File: src/rtl/vec_seq5.sv
// vec_seq5: exhaustive five-input stimulus sequencer with response capture.
// Drives all 32 combinations of {a,b,c,d,e} (a = MSB) for HOLD cycles each,
// samples f_in at the last edge of every hold window and records the
// truth table in resp, plus a count of ones in ones_cnt.
// Optional build macro VEC_SEQ5_SELFCHECK_EN adds an internal reference
// for F = (A+B)(C+D)E and counts mismatches in err_cnt; otherwise err_cnt
// is tied to zero. The port list is the same in both builds.
module vec_seq5 #(
    parameter int unsigned HOLD = 10
) (
    input  logic        clk,
    input  logic        rst,
    input  logic        start,
    input  logic        f_in,
    output logic        a,
    output logic        b,
    output logic        c,
    output logic        d,
    output logic        e,
    output logic        busy,
    output logic        done,
    output logic [5:0]  ones_cnt,
    output logic [31:0] resp,
    output logic [5:0]  err_cnt
);

    typedef enum logic [1:0] {
        IDLE  = 2'd0,
        DRIVE = 2'd1,
        DONE  = 2'd2
    } state_t;

    localparam logic [7:0] HOLD_LAST = 8'(HOLD - 1);
    localparam logic [4:0] IDX_LAST  = 5'd31;

    state_t      state;
    state_t      state_nxt;
    logic [4:0]  idx;
    logic [7:0]  hold_cnt;
    logic [4:0]  vec;
    logic        accept;
    logic        sample;
    logic [31:0] resp_q;
    logic [5:0]  ones_q;

    assign accept = (state == IDLE) && start;

    // State register; reset returns to IDLE and cancels any sweep in flight.
    always_ff @(posedge clk) begin
        if (rst) begin
            state <= IDLE;
        end else begin
            state <= state_nxt;
        end
    end

    // Next-state decode and per-state outputs; the vector is only driven in DRIVE.
    always_comb begin
        state_nxt = state;
        busy      = 1'b0;
        done      = 1'b0;
        vec       = '0;
        sample    = 1'b0;
        case (state)
            IDLE: begin
                if (start) begin
                    state_nxt = DRIVE;
                end
            end
            DRIVE: begin
                busy   = 1'b1;
                vec    = idx;
                sample = (hold_cnt == HOLD_LAST);
                if (sample && (idx == IDX_LAST)) begin
                    state_nxt = DONE;
                end
            end
            DONE: begin
                done      = 1'b1;
                state_nxt = IDLE;
            end
            default: begin
                state_nxt = IDLE;
            end
        endcase
    end

    assign {a, b, c, d, e} = vec;

    // Vector index, hold timer and response capture.
    always_ff @(posedge clk) begin
        if (rst) begin
            idx      <= '0;
            hold_cnt <= '0;
            resp_q   <= '0;
            ones_q   <= '0;
        end else if (accept) begin
            idx      <= '0;
            hold_cnt <= '0;
            resp_q   <= '0;
            ones_q   <= '0;
        end else if (state == DRIVE) begin
            if (sample) begin
                resp_q[idx] <= f_in;
                ones_q      <= ones_q + {5'd0, f_in};
                hold_cnt    <= '0;
                if (idx != IDX_LAST) begin
                    idx <= idx + 5'd1;
                end
            end else begin
                hold_cnt <= hold_cnt + 8'd1;
            end
        end
    end

    assign resp     = resp_q;
    assign ones_cnt = ones_q;

`ifdef VEC_SEQ5_SELFCHECK_EN
    logic       exp_f;
    logic [5:0] err_q;

    // Reference model of the stage under drive, evaluated on the driven vector.
    always_comb begin
        exp_f = (vec[4] | vec[3]) & (vec[2] | vec[1]) & vec[0];
    end

    // Mismatch counter, cleared together with the response on an accepted start.
    always_ff @(posedge clk) begin
        if (rst) begin
            err_q <= '0;
        end else if (accept) begin
            err_q <= '0;
        end else if (sample && (f_in != exp_f)) begin
            err_q <= err_q + 6'd1;
        end
    end

    assign err_cnt = err_q;
`else
    assign err_cnt = '0;
`endif

endmodule

File: config.mk
export PLATFORM = sky130hd
export DESIGN_NAME = vec_seq5
export DESIGN_NICKNAME = d
export VERILOG_FILES = /design/src/rtl/vec_seq5.sv
export SDC_FILE = /design/constraint.sdc
export NUM_CORES = 1
export LEC_CHECK = 0
export BUFFER_PORTS_ARGS = -buffer_cell sky130_fd_sc_hd__clkbuf_2
export CAP_MARGIN = 10
export CORE_UTILIZATION = 50
export CTS_BUF_LIST = sky130_fd_sc_hd__clkbuf_4
export DETAILED_ROUTE_END_ITERATION = 8
export PLACE_DENSITY = 0.76
export SETUP_SLACK_MARGIN = 0.2
export SLEW_MARGIN = 15
export SYNTH_ARGS = -nofsm -noshare
export SYNTH_HDL_FRONTEND = slang
export SYNTH_SLANG_ARGS = --single-unit
File: constraint.sdc
create_clock -name clk -period 1.74 [get_ports clk]
set_input_delay 0.087 -clock clk [delete_from_list [all_inputs] [get_ports clk]]
set_output_delay 0.087 -clock clk [all_outputs]
set_load 0.03 [all_outputs]
After elaboration in Yosys (flattened, before gate mapping) --
Cells that the tools add are included.
Word-level totals: register bits after elaboration 53, bits in latches 0, RAM bits 0, memory bits (read-only) 0, input bits 4, output and inout port bits 51, memories kept 0
Operators by class: add/subtract/negate cells 3, $mul 0, divide/modulo/power cells 0, order comparisons 2, equal/unequal tests 7, shifts and indexed selects 0, muxes and demuxes 11, bitwise gates (word level) 0, reductions and logical operators 8
Operators by type and width (count):
- 32-bit bitwise mux | 1
- 8-bit by 1-bit adder with 8-bit output (second input constant) | 1
- 8-bit by 4-bit equality test with 1-bit output (second input constant) | 1
- 8-bit 2-to-1 mux | 1
- 6-bit by 1-bit adder with 6-bit output | 1
- 5-bit by 6-bit < comparator with 1-bit output (second input constant) | 1
- 5-bit by 1-bit adder with 5-bit output (second input constant) | 1
- 1-bit demux with 5-bit select | 1
- 5-bit equality test (second input constant) | 1
- 5-bit by 1-bit >= comparator with 1-bit output (second input constant) | 1
- 5-bit 2-to-1 mux | 1
- 5-bit inequality test (second input constant) | 1
- 1-bit 2-to-1 mux | 4
- 2-bit 2-to-1 mux | 2
- 2-bit inequality test (second input constant) | 2
- 2-bit case mux with 2 select lines | 1
- 2-bit AND reduction | 2
- 1-bit logical AND | 3
- 3-bit AND reduction | 1
- 2-bit by 1-bit equality test with 1-bit output (second input constant) | 1
- 2-bit equality test (second input constant) | 1
- 2-bit logical NOT | 1
- 2-bit OR reduction | 1

Depth between registers and ports, before layout --
Gate-level depths: netlist (run 1).
word-level depth 5, gate-level depth with buffers 6, gate-level depth less buffers 6

Worst setup path before layout (run 1) --
Ideal clock, no wire load.
path type register -> register, from register idx[0], to register idx[0], arrival 1.544 ns, slack 0.063 ns, cell stages (with the launch flop) 7, buffers on the path 0, period minus slack after synthesis 1.677 ns, cell sequence dfxtp_1 > ha_1 > and3_1 > ha_1 > nor3b_1 > a31o_2 > a21oi_1
Between the ends: longest elaborated chain between the ends 2, elaborated cells on any way between the ends 3
Ends and longest elaborated chain:
- start: declaration | RTL line 38 | logic [4:0] idx;
- start signal: assignment | RTL line 108 | idx <= idx + 5'd1;
- parallel branches: the longest is 2 deep, another holds 5-bit by 1-bit adder with 5-bit output
Several ways; the timed one is not identified. A chain may end at the register's enable or synchronous reset.

Final worst setup path (run 1) --
from register hold_cnt[1], to register ones_q[5], in the netlist ones_cnt[5]
Between the ends: longest elaborated chain between the ends 3
Ends and longest elaborated chain:
- start: declaration | RTL line 39 | logic [7:0] hold_cnt;
- start signal: assignment | RTL line 111 | hold_cnt <= hold_cnt + 8'd1;
- 8-bit by 4-bit equality test with 1-bit output | RTL line 73 | sample = (hold_cnt == HOLD_LAST);
- 1-bit 2-to-1 mux | RTL line 64 | case (state)
- 2-bit AND reduction (no source line)
- end signal: assignment | RTL line 105 | ones_q <= ones_q + {5'd0, f_in};
- end: declaration | RTL line 44 | logic [5:0] ones_q;
No other way between the ends.

==> results of run 1 <==
## cells by family (layout without fill, tap and decap cells)
group,count (synthesis),after routing
DFF,53,53
buffers and inverters,47,98
xor gates and xnor gates,2,2
and+or+nand+nor,137,138
adders and majority gates,9,9
AOI/OAI and AO/OA,22,22
muxes,38,38
other,1,6
## flip-flops by register name, indices dropped and copies added (netlist names)
name / cells
hold_cnt: 8
idx: 5
state: 2
resp: 32
ones_cnt: 6
## placed cells by master, fill, tap and decap left out, types with 4 or more instances in the layout
cell type	netlist	final
sky130_fd_sc_hd__ha_1	9	6
sky130_fd_sc_hd__or3_1	4	4
sky130_fd_sc_hd__buf_6	1	5
sky130_fd_sc_hd__mux2i_1	38	38
sky130_fd_sc_hd__and3b_1	8	5
sky130_fd_sc_hd__conb_1	1	6
sky130_fd_sc_hd__a211oi_2	0	5
sky130_fd_sc_hd__dfxtp_1	53	45
sky130_fd_sc_hd__a21oi_1	5	5
sky130_fd_sc_hd__or3b_2	8	7
sky130_fd_sc_hd__nand4_1	39	39
sky130_fd_sc_hd__clkbuf_2	0	45
sky130_fd_sc_hd__buf_4	6	28
sky130_fd_sc_hd__dfxtp_2	0	7
sky130_fd_sc_hd__nand3b_1	40	40
sky130_fd_sc_hd__clkbuf_4	0	7
sky130_fd_sc_hd__nor4_4	0	5
sky130_fd_sc_hd__o21ai_0	4	4
## final cells by class
class,instances,share of cell area
Multi-Input combinational cell,215,0.514
Sequential cell,53,0.287
Timing Repair Buffer,83,0.152
Tap cell,72,0.0241
Clock buffer,6,0.0120
Inverter,7,0.00736
Clock inverter,2,0.00368
## through the flow
step / hold slack, ns / worst slack, ns / util / cells / instance area, um2
finish: 0.143 / 0.0530 / 0.671 / 438 / 3740
global route: 0.152 / -0.0374 / 0.671 / 438 / 3740
CTS: 0.134 / 0.0664 / 0.655 / 437 / 3650
detailed placement: 0.417 / 0.0465 / 0.594 / 412 / 3310
global placement: 0.399 / 0.108 / 0.594 / 412 / 3310
floorplan: 0.292 / 0.130 / - / 314 / 3000
## metal layers
| metal | routed length, um | vias up | GRT usage | share of wire |
|---|---|---|---|---|
| li1 | - | 1250 | - | - |
| met1 | 3270 | 1309 | 0.325 | 0.44 |
| met2 | 3670 | 107 | 0.418 | 0.49 |
| met3 | 433 | 17 | 0.0419 | 0.058 |
| met4 | 133 | 0 | 0.0981 | 0.018 |
| met5 | 0 | - | 0 | 0 |
## how the worst max path moves through the flow
stage / startpoint / endpoint / slack [ns] / cells after the start
after floorplan: hold_cnt[1] / idx[2] / 0.13 / 6
after global placement: hold_cnt[1] / state[1] / 0.11 / 5
after detailed placement: hold_cnt[1] / idx[3] / 0.05 / 5
after CTS: idx[1] / idx[3] / 0.07 / 6
after global routing: hold_cnt[1] / ones_cnt[4] / -0.04 / 6
final: hold_cnt[1] / ones_cnt[5] / 0.05 / 6
## power breakdown
group          internal, mW  switching, mW  leakage (nW)
Sequential             1.22        0.00422         0.431
Clock                 0.176          0.409        0.0322
Combinational         0.105          0.164          1.17
## what timing repair did
action | 4_1_cts | 5_1_grt
resized for setup | 30 | 24
endpoints found under the setup margin | 25 | 57
hold buffers | 1 | 0
pin swaps | 13 | 8
buffers inserted | 15 | 1
endpoints found under the hold margin | 1 | 0
cloned | 1 | 0
==> metrics.md, run 1 <==
| Metric | Value |
|---|---|
| Run status | completed |
| Critical Path Max Stage Delay | between 0.5 and 0.6 ns |
| Count of input and output buffers | between 40 and 50 |
| Detailed router's first-iteration violation count | roughly 180 |
| Number of vias after detailed routing | 2,683 |
| Kind of end point of the critical path | flip-flop |
| Std-Cell Rows | 27 |
| Worst Min Path Start | rst |
| Initial antenna violation count | 0 |
| Critical Setup Path Class | flip-flop to flip-flop |
| Most instantiated library cell after synthesis | sky130_fd_sc_hd__dfxtp_1 |
| Max Fanout on Critical Path | 5 |
| CTS buffer count | 5 |
| Reg area | 1070 um2 |
| Mean routed wirelength per cell | roughly 17 um |
| Sequential area share after synthesis | 0.362 |
| Arrival time of the worst setup path | 2.01 ns |
| Capture point of the worst reg-to-reg path | ones_cnt[5] |
| Clk root buf | sky130_fd_sc_hd__clkbuf_4 |
| Reg clk slew, reported paths | around 0.15 ns |
| Detail Placement HPWL | approximately 4.6 mm |
| Core Area | approximately 5600 um2 |
| Top FF cell, synth | sky130_fd_sc_hd__dfxtp_1 |
| Maximum clock frequency | approximately 600 MHz |
| Total of fill cells in the finished design | 438 |
| Die footprint | about 6000 um2 |
| Area share of the largest cell type after synthesis | 0.362 |
| Slack of the worst reg-to-reg path | 0.05 ns |
| Number of nets in the layout | ~380 |
| Pin count of the biggest net entering global routing | 41 |
| Final max-slew violation count | 0 |
| Period utilization | 0.970 |
| RSZ-0062 raised after global routing | true |
| Hold endpoint | state[0] |
| Die outline width | 78.6 um |
| Mean area per synthesized cell | 9.48 um2 |
| Area used by multi-input combinational logic | a little under 2000 um2 |
| Unique cell type count in the Yosys netlist | between 40 and 50 |
| Largest cells by area after synthesis | sky130_fd_sc_hd__dfxtp_1 36%, sky130_fd_sc_hd__mux2i_1 13%, sky130_fd_sc_hd__nand3b_1 10% |
| Drc violations | 0 |
| Data required, critical path | 2.06 ns |
| Final Hold Viols | 0 |
| Main combinational cell family by area after synthesis | simple AND/OR/NAND/NOR gates |
| Nature of the critical path startpoint | flip-flop |
| Global placer's final weighted congestion | 0.861 |
| CTS H-tree lvls | 2 |
| Residual antenna-violating net count after detailed routing | 0 |
| Hold-critical path depth | 2 |
| First-pass GRT wire length | ~12 mm |
| Share of flip-flops with an asynchronous set or reset | 0 |
| Leading post-synthesis cells by instance count | 53 x sky130_fd_sc_hd__dfxtp_1, 40 x sky130_fd_sc_hd__nand3b_1, 39 x sky130_fd_sc_hd__nand4_1 |
| Yosys reg bits | 53 |
| Fraction of layout instances using a drive strength above 1 | 0.396 |
| Number of buffer and inverter stages on the critical path | 2 |
| Worst VDD drop | ~380 uV |
| Clock network latency to the later pin of the worst-skew pair | between 0.3 and 0.4 ns |
| Min-Delay Path Class | input pin to flip-flop |
| Post-synthesis share of cell area spent on and, or, nand and nor gates | 0.337 |
| Setup violators final | 0 |
| Die Span Y | a little under 80 um |
| Crit-path leading delay family | simple AND/OR/NAND/NOR gates |
| Iteration count of the initial detailed-routing pass | 5 |
| Overflow after GRT | 0 |
| Adder-cell area share of the yosys netlist | 0.0384 |
| XOR/XNOR Fraction of Synth Area | 0.00598 |
| Clock Tree Buf Depth | 2 |
| Vias in the first global route | 2,526 |
| Largest area contributor in the netlist | sky130_fd_sc_hd__dfxtp_1 |
| YS warnings | 0 |
| Post-synth EDFFs | 0 |
| Power density over the cells | between 500 and 600 nW/um2 |
| Minimum period implied by the final worst setup slack | 1.69 ns |
| Number of instances in the synthesized netlist | 309 |
| Worst-case clock skew | approximately 0.016 ns |
| Count of antenna diodes in the layout | 0 |
| Total wire length after detailed routing | ~7.5 mm |
| Clock tree sinks | 53 |
| Total chip power | ~2.1 mW |
| Detail-routed via count per cell | a little over 6 |
| CP Cell Sequence | inv_2 > ha_4 > or4b_4 > buf_4 > nor4_4 > mux2i_1 |
| GRT Total Usage | 0.252 |
| Multiplexer area fraction after synthesis | 0.130 |
| Layout-stage area growth over the synthesis result | 27.6% |
| Maxcap violations | 0 |
| Crit path max-delay cell type | sky130_fd_sc_hd__or4b_4 |
| Leakage dissipation | 1.64 nW |
| Top Ports | 55 |
| Beginning of the worst register-to-register path | hold_cnt[1] |
| Synthesized cell area | roughly 2900 um2 |
| TritonCTS clock tree | built |
| Starting density of the core | 0.526 |
| Compound-Gate Fraction of Synth Area | 0.0508 |
| Number of cells on the worst reg-to-reg path | 6 |
| Sum of negative setup slack | 0 ns |
Note: power is estimated with default switching activity, not from simulation.
==> run 2, diff against run 1 <==
--- a/config.mk
+++ b/config.mk
@@ -7,10 +7,11 @@
 export LEC_CHECK = 0
 export BUFFER_PORTS_ARGS = -buffer_cell sky130_fd_sc_hd__clkbuf_2
 export CAP_MARGIN = 10
-export CORE_UTILIZATION = 50
+export CORE_UTILIZATION = 52
 export CTS_BUF_LIST = sky130_fd_sc_hd__clkbuf_4
 export DETAILED_ROUTE_END_ITERATION = 8
-export PLACE_DENSITY = 0.76
+export PLACE_DENSITY = 0.78
+export RECOVER_POWER = 25
 export SETUP_SLACK_MARGIN = 0.2
 export SLEW_MARGIN = 15
 export SYNTH_ARGS = -nofsm -noshare
==> run 2 against run 1 <==
- the run now ends with negative setup slack left
- largest cell class unchanged
- flip-flop and latch count is the same
- clock power grew 1%
- critical endpoint is now idx[4]
- highest routed layer unchanged
- largest power group unchanged
- cell area grew 0.77%
==> metrics.md, run 2 (same netlist as run 1, synthesis figures left out) <==
| Metric | Value |
|---|---|
| Setup violators final | 1 (+1) |
| Crit-path leading delay family | compound AO/OA/AOI/OAI gates |
| Net switching power of the design | 556 uW (-3.6%) |
| Die footprint | 5940 um2 (-3.7%) |
| Dpl cell area | 3300 um2 (-0.45%) |
| Detail-routed via count per cell | 6.26 (+2.2%) |
| Setup WS post-layout | -0.104 ns (-0.157 ns) |
| Critical Path Max Stage Delay | 0.55 ns (about the same) |
| Worst Min Path Start | start |
| Detailed router's first-iteration violation count | 240 (+30%) |
| Drc violations | 0 (unchanged) |
| Beginning of the worst register-to-register path | hold_cnt[1] |
| Number of vias after detailed routing | 2,761 (+2.9%) |
| Clock group share of total power | 0.283 (+0.002) |
| Detail Placement HPWL | 4.55 mm (-0.44%) |
| Worst VDD drop | 364 uV (-3.4%) |
| Sum of negative setup slack | -0.104 ns (-0.104 ns) |
| Total stage count of the critical path | 5 (-1) |
| Overflow after GRT | 0 (unchanged) |
| Number of buffer and inverter stages on the critical path | 1 (-1) |
| Commonest cells after routing, fill and taps aside | 44 x sky130_fd_sc_hd__dfxtp_1, 40 x sky130_fd_sc_hd__nand3b_1, 39 x sky130_fd_sc_hd__nand4_1 |
| Clock Tree Buf Depth | 2 (unchanged) |
| Core Area | 5270 um2 (-5.5%) |
| Power density over the cells | 556 nW/um2 (+0.18%) |
| Min-Delay Path Class | input pin to flip-flop |
| Placed Instances | 410 (-0.49%) |
| Register share of total power | 0.583 (-0.006) |
| Layout-stage area growth over the synthesis result | 28.6% |
| Final max-slew violation count | 0 (unchanged) |
| Number of nets in the layout | 383 (+1.3%) |
| Hold buffer count at cts | 0 (-1) |
| Period utilization | 1.06 (+0.0902) |
| CTS buffer count | 5 (unchanged) |
| Crit path max-delay cell type | sky130_fd_sc_hd__or4b_4 |
| Post-route cell area | 3770 um2 (+0.77%) |
| Total wire length after detailed routing | 8.58 mm (+14%) |
| Slew Limit Headroom | 0.608 |
| Top Ports | 55 (unchanged) |
| Count of antenna diodes in the layout | 0 (unchanged) |
| Pre-CTS setup slack | 0.0425 ns (-0.00396 ns) |
| Residual antenna-violating net count after detailed routing | 0 (unchanged) |
| Max Fanout on Critical Path | 5 (unchanged) |
| Mean routed wirelength per cell | 19.4 um (+13%) |
| Reg clk slew, reported paths | 0.15 ns (about the same) |
| Slew at the pin closest to its max-slew limit | about 0.6 ns |
| GRT Total Usage | 0.261 (+0.00857) |
| Number of cells on the worst reg-to-reg path | 5 (-1) |
| Worst-case clock skew | 0.0113 ns (-0.00425 ns) |
| Arrival time of the worst setup path | 2.10 ns (+0.09 ns) |
| Cell internal power dissipation | 1.54 mW (+2.7%) |
| Total of fill cells in the finished design | 407 (-7.1%) |
| Iteration count of the initial detailed-routing pass | 4 (-1) |
| Post-layout util | 0.715 (+0.0442) |
| First-pass GRT wire length | 12.5 mm (+1.2%) |
| Failing checks | negative setup slack |
| Final Hold Viols | 0 (unchanged) |
| Maxcap violations | 0 (unchanged) |
| CTS H-tree lvls | 2 (unchanged) |
| Vias in the first global route | 2,496 (-1.2%) |
| TritonCTS clock tree | built |
| Count of input and output buffers | 48 (unchanged) |
| Data required, critical path | 2.00 ns (-0.06 ns) |
| CP Cell Sequence | inv_2 > ha_4 > or4b_4 > o41ai_1 > a21oi_1 |
| Most common cell after layout, fill and taps aside | sky130_fd_sc_hd__dfxtp_1 |
| Initial antenna violation count | 0 (unchanged) |
| Flip-flop count of the largest register, all copies and words added | 32 (unchanged) |
| Part of the power in combinational logic | 0.135 (+0.005) |
| Std-Cell Rows | 26 (-3.7%) |
| Kind of end point of the critical path | flip-flop |
| Hold-critical path depth | 3 (+1) |
| RSZ-0062 raised after global routing | true |
| Fraction of layout instances using a drive strength above 1 | 0.342 (-0.0539) |
| Starting density of the core | 0.556 (+0.0303) |
| Worst setup path start | hold_cnt[1] |
| Clk root buf | sky130_fd_sc_hd__clkbuf_4 |
| Post-route non-filler standard cell count | 441 (+0.68%) |
| Maximum clock frequency | 542 MHz (-8.5%) |
| Switching part of the total power | 0.265 (-0.0125) |
| Die outline width | 77.1 um (-1.9%) |
| Clock tree sinks | 53 (unchanged) |
| Die Span Y | 77.1 um (-1.9%) |
| Leakage dissipation | 1.58 nW (-3.7%) |
| Global placer's final weighted congestion | 0.872 (+1.3%) |
| Clock network latency to the later pin of the worst-skew pair | 0.38 ns (about the same) |
| Nature of the critical path startpoint | flip-flop |
| Minimum period implied by the final worst setup slack | 1.84 ns (+0.157 ns) |
| Pin count of the biggest net entering global routing | 41 (unchanged) |
| Run status | complete, but fails checks |
| Critical Setup Path Class | flip-flop to flip-flop |
==> run 2: changes by cell type in the layout (fill, tap and decap cells not counted), moves of 2 or more <==
cell                       previous run  this run
sky130_fd_sc_hd__nor4_4               5         3
sky130_fd_sc_hd__nor3_2               0         2
sky130_fd_sc_hd__nor3_4               3         1
sky130_fd_sc_hd__clkbuf_2            45        19
sky130_fd_sc_hd__buf_6                5        12
sky130_fd_sc_hd__buf_4               28        26
sky130_fd_sc_hd__and2_1               3         0
sky130_fd_sc_hd__nor2_4               0         2
sky130_fd_sc_hd__buf_8                0         3
sky130_fd_sc_hd__nor4_2               0         2
sky130_fd_sc_hd__clkbuf_1             0        24
sky130_fd_sc_hd__and2_4               0         3
==> run 2: area by class of cell <==
type	count	area, um2	area share
multi-input cells	215	1870	0.496
well taps	70	87.6	0.0232
repair buffers	88	641	0.170
flip-flops and latches	53	1080	0.286
clock buffers	8	60.1	0.0159
inverters	7	33.8	0.00896
==> run 2: routing by layer <==
layer | GRT usage | share of wire | routed length (um)
met5 | 0 | 0 | 0
met4 | 0.0736 | 0.016 | 135
met3 | 0.0452 | 0.073 | 629
met2 | 0.454 | 0.51 | 4350
met1 | 0.328 | 0.40 | 3460
==> run 2: what timing repair did <==
item                                    4_1_cts  5_1_grt
cloned                                        1        2
endpoints found under the setup margin       58       57
setup buffers                                 8       12
resized for setup                            31       48
pin swaps                                     3        6
==> run 2: worst paths after layout <==
kind / slack, ns / endpoint
worst max-delay path: -0.10 / idx[4]
worst min-delay path: 0.01 / state[0]
worst max register to register: -0.10 / idx[4]
worst min register to register: 0.50 / resp[28]
==> run 2: power groups by stage <==
| stage | Sequential, mW | Combinational [mW] | Clock [mW] |
|---|---|---|---|
| 2_1_floorplan | 1.25 | 0.167 | 0 |
| 3_3_place_gp | 1.25 | 0.198 | 0 |
| 3_5_place_dp | 1.25 | 0.200 | 0 |
| 4_1_cts | 1.22 | 0.228 | 0.598 |
| 5_1_grt | 1.22 | 0.297 | 0.657 |
| 6_report | 1.22 | 0.282 | 0.593 |
==> run 2: worst register-to-register path, delay by kind of cell (launching register included) <==
family | cells | cell delay [ns]
flip-flops | 1 | 0.36
AND/OR/NAND/NOR | 1 | 0.55
buffers and inverters | 1 | 0.06
AO/OA/AOI/OAI | 2 | 0.63
adder cells (fa/ha/maj) | 1 | 0.13
==> run 2: stage by stage <==
stage | hold WS (ns) | power (mW)
2_1_floorplan | 0.292 | 1.42
3_3_place_gp | 0.409 | 1.45
3_5_place_dp | 0.410 | 1.45
4_1_cts | 0.00820 | 2.05
5_1_grt | 0.00441 | 2.18
6_report | 0.00952 | 2.10
==> run 3, diff against run 2 <==
--- a/config.mk
+++ b/config.mk
@@ -8,7 +8,7 @@
 export BUFFER_PORTS_ARGS = -buffer_cell sky130_fd_sc_hd__clkbuf_2
 export CAP_MARGIN = 10
 export CORE_UTILIZATION = 52
-export CTS_BUF_LIST = sky130_fd_sc_hd__clkbuf_4
+export CTS_BUF_LIST = sky130_fd_sc_hd__clkbuf_8
 export DETAILED_ROUTE_END_ITERATION = 8
 export PLACE_DENSITY = 0.78
 export RECOVER_POWER = 25
==> run 3 against run 2 <==
- the run now ends clean
- cell count is 0.23% lower
- die area stayed put
- combinational power down 8.9%
- maximum frequency grew 8.7%
- first-iteration DRC count increased by 30%
- largest power group unchanged
- clock power is 13% higher
- critical path type unchanged
- cell area down 2.1%
==> metrics.md, run 3 (same netlist as run 1, synthesis figures left out) <==
| Metric | Value |
|---|---|
| Run status | completed |
| Hold endpoint | state[0] |
| GRT Total Usage | 0.253 (-0.00744) |
| Most common cell after layout, fill and taps aside | sky130_fd_sc_hd__dfxtp_1 |
| Core Area | 5270 um2 (unchanged) |
| Worst-case clock skew | 0.00494 ns (-0.00632 ns) |
| Global placer's final weighted congestion | 0.872 (unchanged) |
| Slew Limit Headroom | 0.639 (+0.0315) |
| Residual antenna-violating net count after detailed routing | 0 (unchanged) |
| Clk root buf | sky130_fd_sc_hd__clkbuf_8 |
| Power density over the cells | 583 nW/um2 (+4.7%) |
| Die footprint | 5940 um2 (unchanged) |
| Number of vias after detailed routing | 2,720 (-1.5%) |
| Hold-critical path depth | 3 (unchanged) |
| Detail Placement HPWL | 4.55 mm (unchanged) |
| Reg clk slew, reported paths | 0.09 ns (-0.06 ns) |
| Slew at the pin closest to its max-slew limit | 0.540 ns (-0.0471 ns) |
| Period utilization | 0.975 (-0.0846) |
| Clock tree sinks | 53 (unchanged) |
| RSZ-0062 raised after global routing | true |
| Clock network latency to the later pin of the worst-skew pair | 0.31 ns (-0.07 ns) |
| CTS H-tree lvls | 2 (unchanged) |
| Starting density of the core | 0.556 (unchanged) |
| Max Fanout on Critical Path | 5 (unchanged) |
| Detailed router's first-iteration violation count | 311 (+30%) |
| Slack of the worst reg-to-reg path | 0.04 ns (+0.15 ns) |
| Die Span Y | 77.1 um (unchanged) |
| Number of nets in the layout | 382 (-0.26%) |
| Total wire length after detailed routing | 8.08 mm (-5.8%) |
| Capture point of the worst reg-to-reg path | idx[4] |
| Setup violators final | 0 (-1) |
| CTS buffer count | 5 (unchanged) |
| Count of antenna diodes in the layout | 0 (unchanged) |
| Final Hold Viols | 0 (unchanged) |
| Kind of end point of the critical path | flip-flop |
| Leakage dissipation | 1.57 nW (-0.33%) |
| Count of input and output buffers | 48 (unchanged) |
| Worst VDD drop | 437 uV (+20%) |
| Clock Tree Buf Depth | 2 (unchanged) |
| Initial antenna violation count | 0 (unchanged) |
| Detail-routed via count per cell | 6.18 (-1.3%) |
| Iteration count of the initial detailed-routing pass | 5 (+1) |
| Drc violations | 0 (unchanged) |
| Critical Setup Path Class | flip-flop to flip-flop |
| Std-Cell Rows | 26 (unchanged) |
| Fraction of layout instances using a drive strength above 1 | 0.311 (-0.0315) |
| Total of fill cells in the finished design | 412 (+1.2%) |
| Beginning of the worst register-to-register path | hold_cnt[1] |
| Post-layout util | 0.700 (-0.0152) |
| Layout-stage area growth over the synthesis result | 25.9% |
| Top Ports | 55 (unchanged) |
| First-pass GRT wire length | 12.1 mm (-2.8%) |
| Worst Min Path Start | start |
| Flip-flop count of the largest register, all copies and words added | 32 (unchanged) |
| Pin count of the biggest net entering global routing | 41 (unchanged) |
| Maxcap violations | 0 (unchanged) |
| Commonest cells after routing, fill and taps aside | 47 x sky130_fd_sc_hd__dfxtp_1, 40 x sky130_fd_sc_hd__nand3b_1, 39 x sky130_fd_sc_hd__nand4_1 |
| Overflow after GRT | 0 (unchanged) |
| Final max-slew violation count | 0 (unchanged) |
| Maximum clock frequency | 589 MHz (+8.7%) |
| Sum of negative setup slack | 0 ns (+0.104 ns) |
| Minimum period implied by the final worst setup slack | 1.70 ns (-0.147 ns) |
| Die outline width | 77.1 um (unchanged) |
| Number of cells on the worst reg-to-reg path | 5 (unchanged) |
| TritonCTS clock tree | built |
| Worst setup path start | hold_cnt[1] |
| Vias in the first global route | 2,432 (-2.6%) |
| Arrival time of the worst setup path | 1.89 ns (-0.21 ns) |
| Nature of the critical path startpoint | flip-flop |
| Mean routed wirelength per cell | 18.4 um (-5.6%) |
| Data required, critical path | 1.94 ns (-0.06 ns) |
| Min-Delay Path Class | input pin to flip-flop |
-- run 3: cell types whose count changed in the layout (fill, tap and decap cells not counted), moves of 3 or more --
cell,change
sky130_fd_sc_hd__clkbuf_8,+5
sky130_fd_sc_hd__and2_4,-3
sky130_fd_sc_hd__buf_4,+4
sky130_fd_sc_hd__clkbuf_4,-7
sky130_fd_sc_hd__inv_1,+5
sky130_fd_sc_hd__dfxtp_1,+3
sky130_fd_sc_hd__buf_6,-3
sky130_fd_sc_hd__and2_1,+3
sky130_fd_sc_hd__buf_8,-3
-- run 3: layout make-up --
class                      count  area, um2  area share
inverter                       7       28.8     0.00780
clock buffer                   5       68.8      0.0187
tap                           70       87.6      0.0237
multi-input combinational    215       1850       0.502
clock inverter                 3       11.3     0.00305
timing repair buffer          87        569       0.154
sequential                    53       1070       0.290
-- run 3: power by group --
part	internal (mW)	total, mW	switching [mW]
Sequential	1.22	1.22	0.00424
Combinational	0.0976	0.257	0.159
Clock	0.270	0.672	0.402
Total	1.58	2.15	0.565
-- run 3: timing repair --
item | CTS | global route
gates cloned | 1 | 0
setup buffers | 7 | 14
gates resized for setup | 24 | 21
pin swaps | 4 | 8
setup endpoints to repair | 57 | 57
hold buffers | 0 | 0
-- run 3: how the worst max path moves through the flow --
stage	to	slack, ns	depth (start not counted)
after floorplan	idx[2]	0.13	6
after global placement	idx[3]	0.11	5
after detailed placement	idx[3]	0.04	6
after CTS	idx[3]	0.09	6
after global routing	ones_cnt[4]	0.01	6
final	idx[4]	0.04	5
-- run 3: metal layers --
| layer | global-route usage | wire length [um] | up-vias | share of wire |
|---|---|---|---|---|
| li1 | - | - | 1259 | - |
| met1 | 0.334 | 3430 | 1305 | 0.42 |
| met2 | 0.415 | 3950 | 135 | 0.49 |
| met3 | 0.0476 | 534 | 21 | 0.066 |
| met4 | 0.0830 | 171 | 0 | 0.021 |
| met5 | 0 | 0 | - | 0 |
-- run 3: stage by stage --
step                hold WS (ns)  total power [mW]  setup WS [ns]  instances  cell area, um2
finish                     0.102              2.15         0.0432        440            3690
global placement           0.409              1.45          0.112        410            3300
floorplan                  0.292              1.42          0.130        314            3000
global route               0.111              2.23        0.00956        440            3690
detailed placement         0.410              1.45         0.0425        410            3300
CTS                       0.0843              2.13         0.0929        426            3540
-- run 3: worst max-delay path, cell delays in order, from the launching register on --
cell	delay, ns
sky130_fd_sc_hd__dfxtp_2	0.34
sky130_fd_sc_hd__inv_2	0.06
sky130_fd_sc_hd__ha_4	0.13
sky130_fd_sc_hd__or4b_4	0.55
sky130_fd_sc_hd__o41ai_2	0.37
sky130_fd_sc_hd__a21oi_1	0.12
